[src/rtl/header_inserter_if.sv]
// Avalon-ST style stream bundle shared by the payload input and the framed output
// of header_inserter.
interface header_inserter_if #(
  parameter int DATA_WIDTH  = 32,
  parameter int EMPTY_WIDTH = 2
);
  logic [DATA_WIDTH-1:0]  data;
  logic                   valid;
  logic                   sop;
  logic                   eop;
  logic [EMPTY_WIDTH-1:0] empty;
  logic                   ready;

  modport master (output data, valid, sop, eop, empty, input ready);
  modport slave  (input data, valid, sop, eop, empty, output ready);
endinterface

[src/rtl/header_inserter.sv]
// Prepends a latched {dest_mac, source_mac} header to each payload packet, emitted as
// whole stream words ahead of a zero-latency payload pass-through.
module header_inserter #(
  parameter int DATA_WIDTH  = 32,
  parameter int HEADER_SIZE = 96,
  parameter int EMPTY_WIDTH = 2,
  parameter int CNT_WIDTH   = 16
) (
  input  logic                   clk,
  input  logic                   rst_n,
  input  logic [HEADER_SIZE-1:0] header_data,
  header_inserter_if.slave       data_in,
  header_inserter_if.master      data_out,
  output logic [CNT_WIDTH-1:0]   pkt_count,
  output logic [CNT_WIDTH-1:0]   drop_count
);

  localparam int HDR_WORDS = HEADER_SIZE / DATA_WIDTH;
  localparam int IDX_W     = (HDR_WORDS > 1) ? $clog2(HDR_WORDS) : 1;
  localparam logic [IDX_W-1:0] LAST_IDX = IDX_W'(HDR_WORDS - 1);

  typedef enum logic [1:0] {
    IDLE    = 2'd0,
    HEADER  = 2'd1,
    PAYLOAD = 2'd2
  } state_e;

  state_e                 state_q, state_d;
  logic [HEADER_SIZE-1:0] hdr_q, hdr_d;
  logic [IDX_W-1:0]       idx_q, idx_d;
  logic [CNT_WIDTH-1:0]   pkt_cnt_q, pkt_cnt_d;
  logic [CNT_WIDTH-1:0]   drop_cnt_q, drop_cnt_d;

  logic [DATA_WIDTH-1:0]  hdr_words_s [HDR_WORDS];
  logic                   in_ready_s;
  logic                   out_valid_s;
  logic [DATA_WIDTH-1:0]  out_data_s;
  logic                   out_sop_s;
  logic                   out_eop_s;
  logic [EMPTY_WIDTH-1:0] out_empty_s;

  // Slice the latched header into stream words, most significant (dest MAC) word first.
  always_comb begin
    for (int i = 0; i < HDR_WORDS; i++) begin
      hdr_words_s[i] = hdr_q[HEADER_SIZE-1-i*DATA_WIDTH -: DATA_WIDTH];
    end
  end

  // Next-state, counter updates and stream outputs for the framing FSM.
  always_comb begin
    state_d     = state_q;
    hdr_d       = hdr_q;
    idx_d       = idx_q;
    pkt_cnt_d   = pkt_cnt_q;
    drop_cnt_d  = drop_cnt_q;
    in_ready_s  = 1'b0;
    out_valid_s = 1'b0;
    out_data_s  = {DATA_WIDTH{1'b0}};
    out_sop_s   = 1'b0;
    out_eop_s   = 1'b0;
    out_empty_s = {EMPTY_WIDTH{1'b0}};

    case (state_q)
      IDLE: begin
        // The sop word is left on the input so it can follow the header as payload.
        in_ready_s = ~data_in.sop;
        if (data_in.valid && data_in.sop) begin
          state_d = HEADER;
          hdr_d   = header_data;
          idx_d   = {IDX_W{1'b0}};
        end else if (data_in.valid) begin
          drop_cnt_d = drop_cnt_q + CNT_WIDTH'(1);
        end else begin
          state_d = IDLE;
        end
      end

      HEADER: begin
        out_valid_s = 1'b1;
        out_data_s  = hdr_words_s[idx_q];
        out_sop_s   = (idx_q == {IDX_W{1'b0}});
        if (data_out.ready && (idx_q == LAST_IDX)) begin
          state_d = PAYLOAD;
          idx_d   = {IDX_W{1'b0}};
        end else if (data_out.ready) begin
          idx_d = idx_q + IDX_W'(1);
        end else begin
          idx_d = idx_q;
        end
      end

      PAYLOAD: begin
        out_valid_s = data_in.valid;
        in_ready_s  = data_out.ready;
        out_data_s  = data_in.data;
        out_eop_s   = data_in.eop;
        out_empty_s = data_in.empty;
        if (data_in.valid && data_out.ready && data_in.eop) begin
          pkt_cnt_d = pkt_cnt_q + CNT_WIDTH'(1);
          state_d   = IDLE;
        end else begin
          state_d = PAYLOAD;
        end
      end

      default: begin
        state_d = IDLE;
      end
    endcase
  end

  // State, latched header, header word index and status counters.
  always_ff @(posedge clk or negedge rst_n) begin
    if (!rst_n) begin
      state_q    <= IDLE;
      hdr_q      <= {HEADER_SIZE{1'b0}};
      idx_q      <= {IDX_W{1'b0}};
      pkt_cnt_q  <= {CNT_WIDTH{1'b0}};
      drop_cnt_q <= {CNT_WIDTH{1'b0}};
    end else begin
      state_q    <= state_d;
      hdr_q      <= hdr_d;
      idx_q      <= idx_d;
      pkt_cnt_q  <= pkt_cnt_d;
      drop_cnt_q <= drop_cnt_d;
    end
  end

  assign data_in.ready  = in_ready_s;
  assign data_out.valid = out_valid_s;
  assign data_out.data  = out_data_s;
  assign data_out.sop   = out_sop_s;
  assign data_out.eop   = out_eop_s;
  assign data_out.empty = out_empty_s;
  assign pkt_count      = pkt_cnt_q;
  assign drop_count     = drop_cnt_q;

endmodule
[src/flat_wrapper.sv]
// flat-port wrapper written by rule: the top's interface ports become plain ports
module header_inserter_flat 
#(
  parameter int DATA_WIDTH  = 32,
  parameter int HEADER_SIZE = 96,
  parameter int EMPTY_WIDTH = 2,
  parameter int CNT_WIDTH   = 16
)
  (clk, rst_n, header_data, pkt_count, drop_count, data_in_data, data_in_valid, data_in_sop, data_in_eop, data_in_empty, data_in_ready, data_out_data, data_out_valid, data_out_sop, data_out_eop, data_out_empty, data_out_ready);
  header_inserter_if #(.DATA_WIDTH(DATA_WIDTH), .EMPTY_WIDTH(EMPTY_WIDTH)) data_in_i ();
  header_inserter_if #(.DATA_WIDTH(DATA_WIDTH), .EMPTY_WIDTH(EMPTY_WIDTH)) data_out_i ();
  input  logic clk;
  input  logic rst_n;
  input  logic [HEADER_SIZE-1:0] header_data;
  output logic [CNT_WIDTH-1:0] pkt_count;
  output logic [CNT_WIDTH-1:0] drop_count;
  input wire logic [$bits(data_in_i.data)-1:0] data_in_data;
  input wire logic [$bits(data_in_i.valid)-1:0] data_in_valid;
  input wire logic [$bits(data_in_i.sop)-1:0] data_in_sop;
  input wire logic [$bits(data_in_i.eop)-1:0] data_in_eop;
  input wire logic [$bits(data_in_i.empty)-1:0] data_in_empty;
  output wire logic [$bits(data_in_i.ready)-1:0] data_in_ready;
  output wire logic [$bits(data_out_i.data)-1:0] data_out_data;
  output wire logic [$bits(data_out_i.valid)-1:0] data_out_valid;
  output wire logic [$bits(data_out_i.sop)-1:0] data_out_sop;
  output wire logic [$bits(data_out_i.eop)-1:0] data_out_eop;
  output wire logic [$bits(data_out_i.empty)-1:0] data_out_empty;
  input wire logic [$bits(data_out_i.ready)-1:0] data_out_ready;
  assign data_in_i.data = data_in_data;
  assign data_in_i.valid = data_in_valid;
  assign data_in_i.sop = data_in_sop;
  assign data_in_i.eop = data_in_eop;
  assign data_in_i.empty = data_in_empty;
  assign data_in_ready = data_in_i.ready;
  assign data_out_data = data_out_i.data;
  assign data_out_valid = data_out_i.valid;
  assign data_out_sop = data_out_i.sop;
  assign data_out_eop = data_out_i.eop;
  assign data_out_empty = data_out_i.empty;
  assign data_out_i.ready = data_out_ready;
  header_inserter #(.DATA_WIDTH(DATA_WIDTH), .HEADER_SIZE(HEADER_SIZE), .EMPTY_WIDTH(EMPTY_WIDTH), .CNT_WIDTH(CNT_WIDTH)) u_core (.clk(clk), .rst_n(rst_n), .header_data(header_data), .data_in(data_in_i), .data_out(data_out_i), .pkt_count(pkt_count), .drop_count(drop_count));
endmodule
[config.mk]
export PLATFORM = sky130hd
export DESIGN_NAME = header_inserter_flat
export DESIGN_NICKNAME = d
export VERILOG_FILES = /design/src/rtl/header_inserter_if.sv /design/src/rtl/header_inserter.sv /design/src/flat_wrapper.sv
export SDC_FILE = /design/constraint.sdc
export NUM_CORES = 1
export LEC_CHECK = 0
export BUFFER_PORTS_ARGS = -buffer_cell sky130_fd_sc_hd__buf_4
export CORE_ASPECT_RATIO = 1.1
export CORE_MARGIN = 3
export CORE_UTILIZATION = 55
export CTS_BUF_LIST = sky130_fd_sc_hd__clkbuf_16
export DETAILED_ROUTE_END_ITERATION = 6
export GPL_ROUTABILITY_DRIVEN = 1
export PLACE_DENSITY = 0.85
export SLEW_MARGIN = 15
export SYNTH_ARGS = -nofsm -noshare
export SYNTH_HDL_FRONTEND = slang
export SYNTH_SLANG_ARGS = --single-unit
[constraint.sdc]
create_clock -name clk -period 5.5 [get_ports clk]
set_input_delay 0.275 -clock clk [delete_from_list [all_inputs] [get_ports clk]]
set_output_delay 0.275 -clock clk [all_outputs]
set_load 0.02 [all_outputs]
Word level (Yosys, flattened, before mapping). Index checks and enable logic that the tools add are counted.

Output and inout bits: 70. Word-level logic and storage cells: 49. Flip-flop bits (word level): 132.

Add/subtract/negate cells: 3. Bitwise gates (word level): 3. Reductions and logical operators: 12. Multiplexer cells: 18. Eq/ne operators: 7. $lt $le $gt $ge: 1.

Operators by type and width (count): $bmux 32 s2 (1); $mux 32 (2); $pmux 32 s2 (1); $add 16x1->16 const B (2); $mux 2 (8); $ne 3x2->1 const B (2); $pmux 2 s3 (1); $reduce_and 2->1 (3); $reduce_and 3->1 (2); $eq 2x2->1 const B (2); $logic_and 1x1->1 (4); $logic_not 2->1 (2); $ne 2x1->1 const B (2); $pmux 1 s2 (2); $pmux 2 s2 (1); $ge 3x3->1 const B (1); $not 2->3 (1); $add 2x1->2 const B (1); $eq 2x1->1 const B (1); $mux 1 (2); $not 1->1 (2); $reduce_bool 2->1 (1).

Logic depth before layout (Yosys ltp).
Depth after elaboration: 5. Mapped depth: 8.

Worst setup path before layout. OpenSTA, ideal clock, no wires.

Path type: register -> output. Start: register u_core.state_q[0]. End: output data_out_data[0]. Slack: 3.329 ns. Cell stages (with the launch flop): 7. Buffers on the path: 2. Arrival: 1.896 ns. Required time: 5.225 ns. Cells stage by stage: dfrtp_1 inv_1 ha_1 buf_2 clkbuf_1 nand2_1 a21boi_0.

Word-level cells in the longest chain between the ends: 2. Elaborated cells between the ends (all ways): 3. Those cells by class: eq/ne (2); mux (1).

Ends and longest elaborated chain: start, declared (RTL line header_inserter.sv:28) `state_e state_q, state_d;`; start signal, assigned (RTL line header_inserter.sv:121) `state_q <= state_d;`; $eq 2x2->1 / $eq 2x1->1 (equally long branches) (RTL line header_inserter.sv:63) `case (state_q)`; $pmux 32 s2 (*) (RTL line header_inserter.sv:63); end, declared (RTL line flat_wrapper.sv:23) `output wire logic [$bits(data_out_i.data)-1:0] data_out_data;`.

Mark *: on every way between the ends. The rest lies on a longest branch, timed or not.

Final worst setup path.
Start: register u_core.idx_q[0]. End: output data_out_data[3].

Word-level cells in the longest chain between the ends: 5.

Ends and longest elaborated chain: start, declared (RTL line header_inserter.sv:30) `logic [IDX_W-1:0] idx_q, idx_d;`; start signal, assigned (RTL line header_inserter.sv:117) `idx_q <= {IDX_W{1'b0}};`; start signal, assigned (RTL line header_inserter.sv:123) `idx_q <= idx_d;`; $not 2->3 (not written as such) (RTL line header_inserter.sv:80) `out_data_s = hdr_words_s[idx_q];`; $bmux 32 s2 (RTL line header_inserter.sv:80); $mux 32 (not written as such) (2 in a row) (RTL line header_inserter.sv:80); $pmux 32 s2 (RTL line header_inserter.sv:63).

Every way passes these cells. The select of a mux whose other input is x is not followed.

==> impl_metrics.json <==
{
  "drtAntennaViolNets": 0,
  "synth_edf_count": 0,
  "n_antenna_cell": 0,
  "cpMostUsedCell": "buf_4",
  "cts.repair.resized": 0,
  "worst_ep_required_time_ns": 5.22,
  "tns_ns": 0,
  "worstPathMaxFanout": 25,
  "path_buf_inv": 2,
  "max_slew_margin_pct": 30.0,
  "placed_cells": 869,
  "grt_max_degree": 68,
  "syn_to_final_growth_pct": 34.4,
  "core_area_mm2": 0.0112,
  "clkTransAtPathRegs_ns": 0.06,
  "path_delay_family": "flip-flops",
  "worst_path_largest_cell_delay_ns": 0.96,
  "critical_path_arrival_ns": 2.90,
  "final_cells": 902,
  "cp_num_cells": 6,
  "worstSetupPathType": "flip-flop to primary output",
  "grt_pass1_vias": 5181,
  "synth_seq_cells": 132,
  "r2r-end": "u_core.idx_q[1]",
  "htree_levels": 4,
  "grt_pass1_wl_um": 25600,
  "final_nets": 886,
  "synthTopCellsByArea": "dfrtp_1, mux2_2, mux2i_1",
  "wl_per_cell_um": 18.2,
  "nFillCells": 735,
  "worst_pin_slew_ns": 1.05,
  "grt.overflow.total": 0,
  "place.detailed.hpwl_um": 11700,
  "postPlaceCellArea_mm2": 0.00810,
  "path_cells": "nor2b_2 -> buf_4 -> and2_1 -> o21ai_0 -> a21boi_0 -> buf_4",
  "rsz0062_at_grt": "false",
  "track_usage_pct": 25.4,
  "cts_buffers": 17,
  "power_density_mw_per_mm2": 480,
  "clock_latency_ns": 0.40,
  "gr-usage-met2_pct": 42.7,
  "numPortBuffers": 205,
  "worst_clock_skew_ns": 0.00538,
  "drc": 0,
  "finalCritPeriodShare_pct": 57.8,
  "grt_util_met1_pct": 30.0,
  "yosysWarnings": 0,
  "final_core_util_pct": 77.6,
  "hold_viol": 0,
  "vias_per_cell": 5.58,
  "rr_worst_depth": 7,
  "rr_startpoint": "u_core.state_q[0]",
  "rows": 40,
  "syn_nets": 686,
  "totalWireLength_um": 16400,
  "max-cap-violations": 0,
  "first_pass_iters": 7,
  "fin_ws_ns": 2.32,
  "synth_cell_types": 42,
  "synth_top_area_share_pct": 51.0,
  "clk_path_buf_depth": 2,
  "grt_busiest_layer": "met2",
  "clock_sinks": 132,
  "die_h_um": 120,
  "max-vdd-ir-drop_v": 0.000261,
  "hp-start": "header_data[52]",
  "synth.most_common_cell": "dfrtp_1",
  "cts-root-buf": "clkbuf_16",
  "grtUsageMet3_pct": 5.92,
  "start_kind": "flip-flop",
  "hold_end": "u_core.hdr_q[52]",
  "critPathSlowestCell": "dfrtp_1",
  "post-cts-setup-buffers": 0,
  "synth_area_mm2": 0.00648,
  "design_area_mm2": 0.00870,
  "fp.dieW_um": 109,
  "synth_common_cells": "dfrtp_1, mux2_2, nand2_1",
  "reg2reg_slack_ns": 2.82,
  "outcome": "complete, no violations",
  "synth_ff_type": "dfrtp_1",
  "regArea_mm2": 0.00330,
  "min_path_type": "input pin to flip-flop",
  "dp_slack_ns": 2.79,
  "drt_iter0_drc": 285,
  "syn_inst": 542,
  "antenna_found_initial": 0,
  "fmaxAchievable_mhz": 315,
  "slew_violations": 0,
  "synthArstFlopShare_pct": 100,
  "yosysSeqAreaShare_pct": 51.0,
  "multi_input_area_mm2": 0.00301,
  "min_period_ns": 3.18,
  "die_area_mm2": 0.0131,
  "finalSetupViolations": 0,
  "power_leakage_nw": 4.06,
  "layout-drive-gt1-share_pct": 45.8,
  "gp_congestion": 0.864,
  "min_path_cells": 2,
  "initial_utilization_pct": 57.8,
  "io_pins": 206,
  "yosysTopAreaCell": "dfrtp_1",
  "cts_tree": "built",
  "cp-end-kind": "primary output",
  "vias": 5035,
  "syn_avg_cell_area_um2": 12.0
}
[sequential cells by signal (all words and copies together), names as in the netlist]
name / count
u_core.state_q: 2
u_core.idx_q: 2
u_core.pkt_count: 16
u_core.hdr_q: 96
u_core.drop_count: 16
[metal layers]
metal / vias up / share of wire (%) / wire length [µm]
li1: 2329 / - / -
met1: 2503 / 39 / 6410
met2: 168 / 52 / 8540
met3: 35 / 5.8 / 953
met4: 0 / 3.2 / 519
met5: - / 0 / 0
[worst max-delay path by stage]
stage	start	to	slack (ns)
floorplan	u_core.state_q[0]	data_out_data[0]	3.33
global placement	u_core.idx_q[0]	data_out_data[3]	2.88
detailed placement	u_core.idx_q[0]	data_out_data[2]	2.79
CTS	u_core.idx_q[0]	data_out_data[3]	2.33
global route	u_core.idx_q[0]	data_out_data[7]	2.10
finish	u_core.idx_q[0]	data_out_data[3]	2.32
[layout by cell type (no fill, tap or decap), types with 19 or more instances in the layout]
cell type	count
a21boi_0	19
nand2_1	43
nor2_1	24
o21ai_0	21
xnor2_1	21
mux2_2	96
buf_4	211
mux2i_1	20
dfrtp_1	132
and2_1	21
[per-stage QoR]
stage          total power (W)  hold slack (ns)
6_report               0.00418            0.101
5_1_grt                0.00442           0.0836
4_1_cts                0.00421           0.0816
3_5_place_dp           0.00308            0.425
3_3_place_gp           0.00299            0.416
2_1_floorplan          0.00256          -0.0206
[layout make-up]
type / instances / share of cell area (%)
multi-input cells: 373 / 34.6
inverters: 6 / 0.259
clock buffers: 17 / 4.89
repair buffers: 212 / 18.3
clock inverters: 15 / 1.90
flip-flops and latches: 132 / 37.9
well taps: 147 / 2.11
[cell families after synthesis]
| family | synth area share (%) |
|---|---|
| adders and majority gates | 1.55 |
| muxes | 19.8 |
| xor gates and xnor gates | 4.06 |
| and+or+nand+nor | 12.3 |
| AOI/OAI and AO/OA | 8.65 |
| buffers and inverters | 2.67 |
| DFF | 51.0 |
[report_power, final]
group	switching [W]	internal [W]
sequential	0.000252	0.00137
combinational	0.000696	0.000752
clock	0.000406	0.000707
[what timing repair did]
action,CTS,global route
hold buffers,1,0
hold endpoints to repair,45,0
endpoints found under the setup margin,0,0
Note: power is estimated with default switching activity, not from simulation.
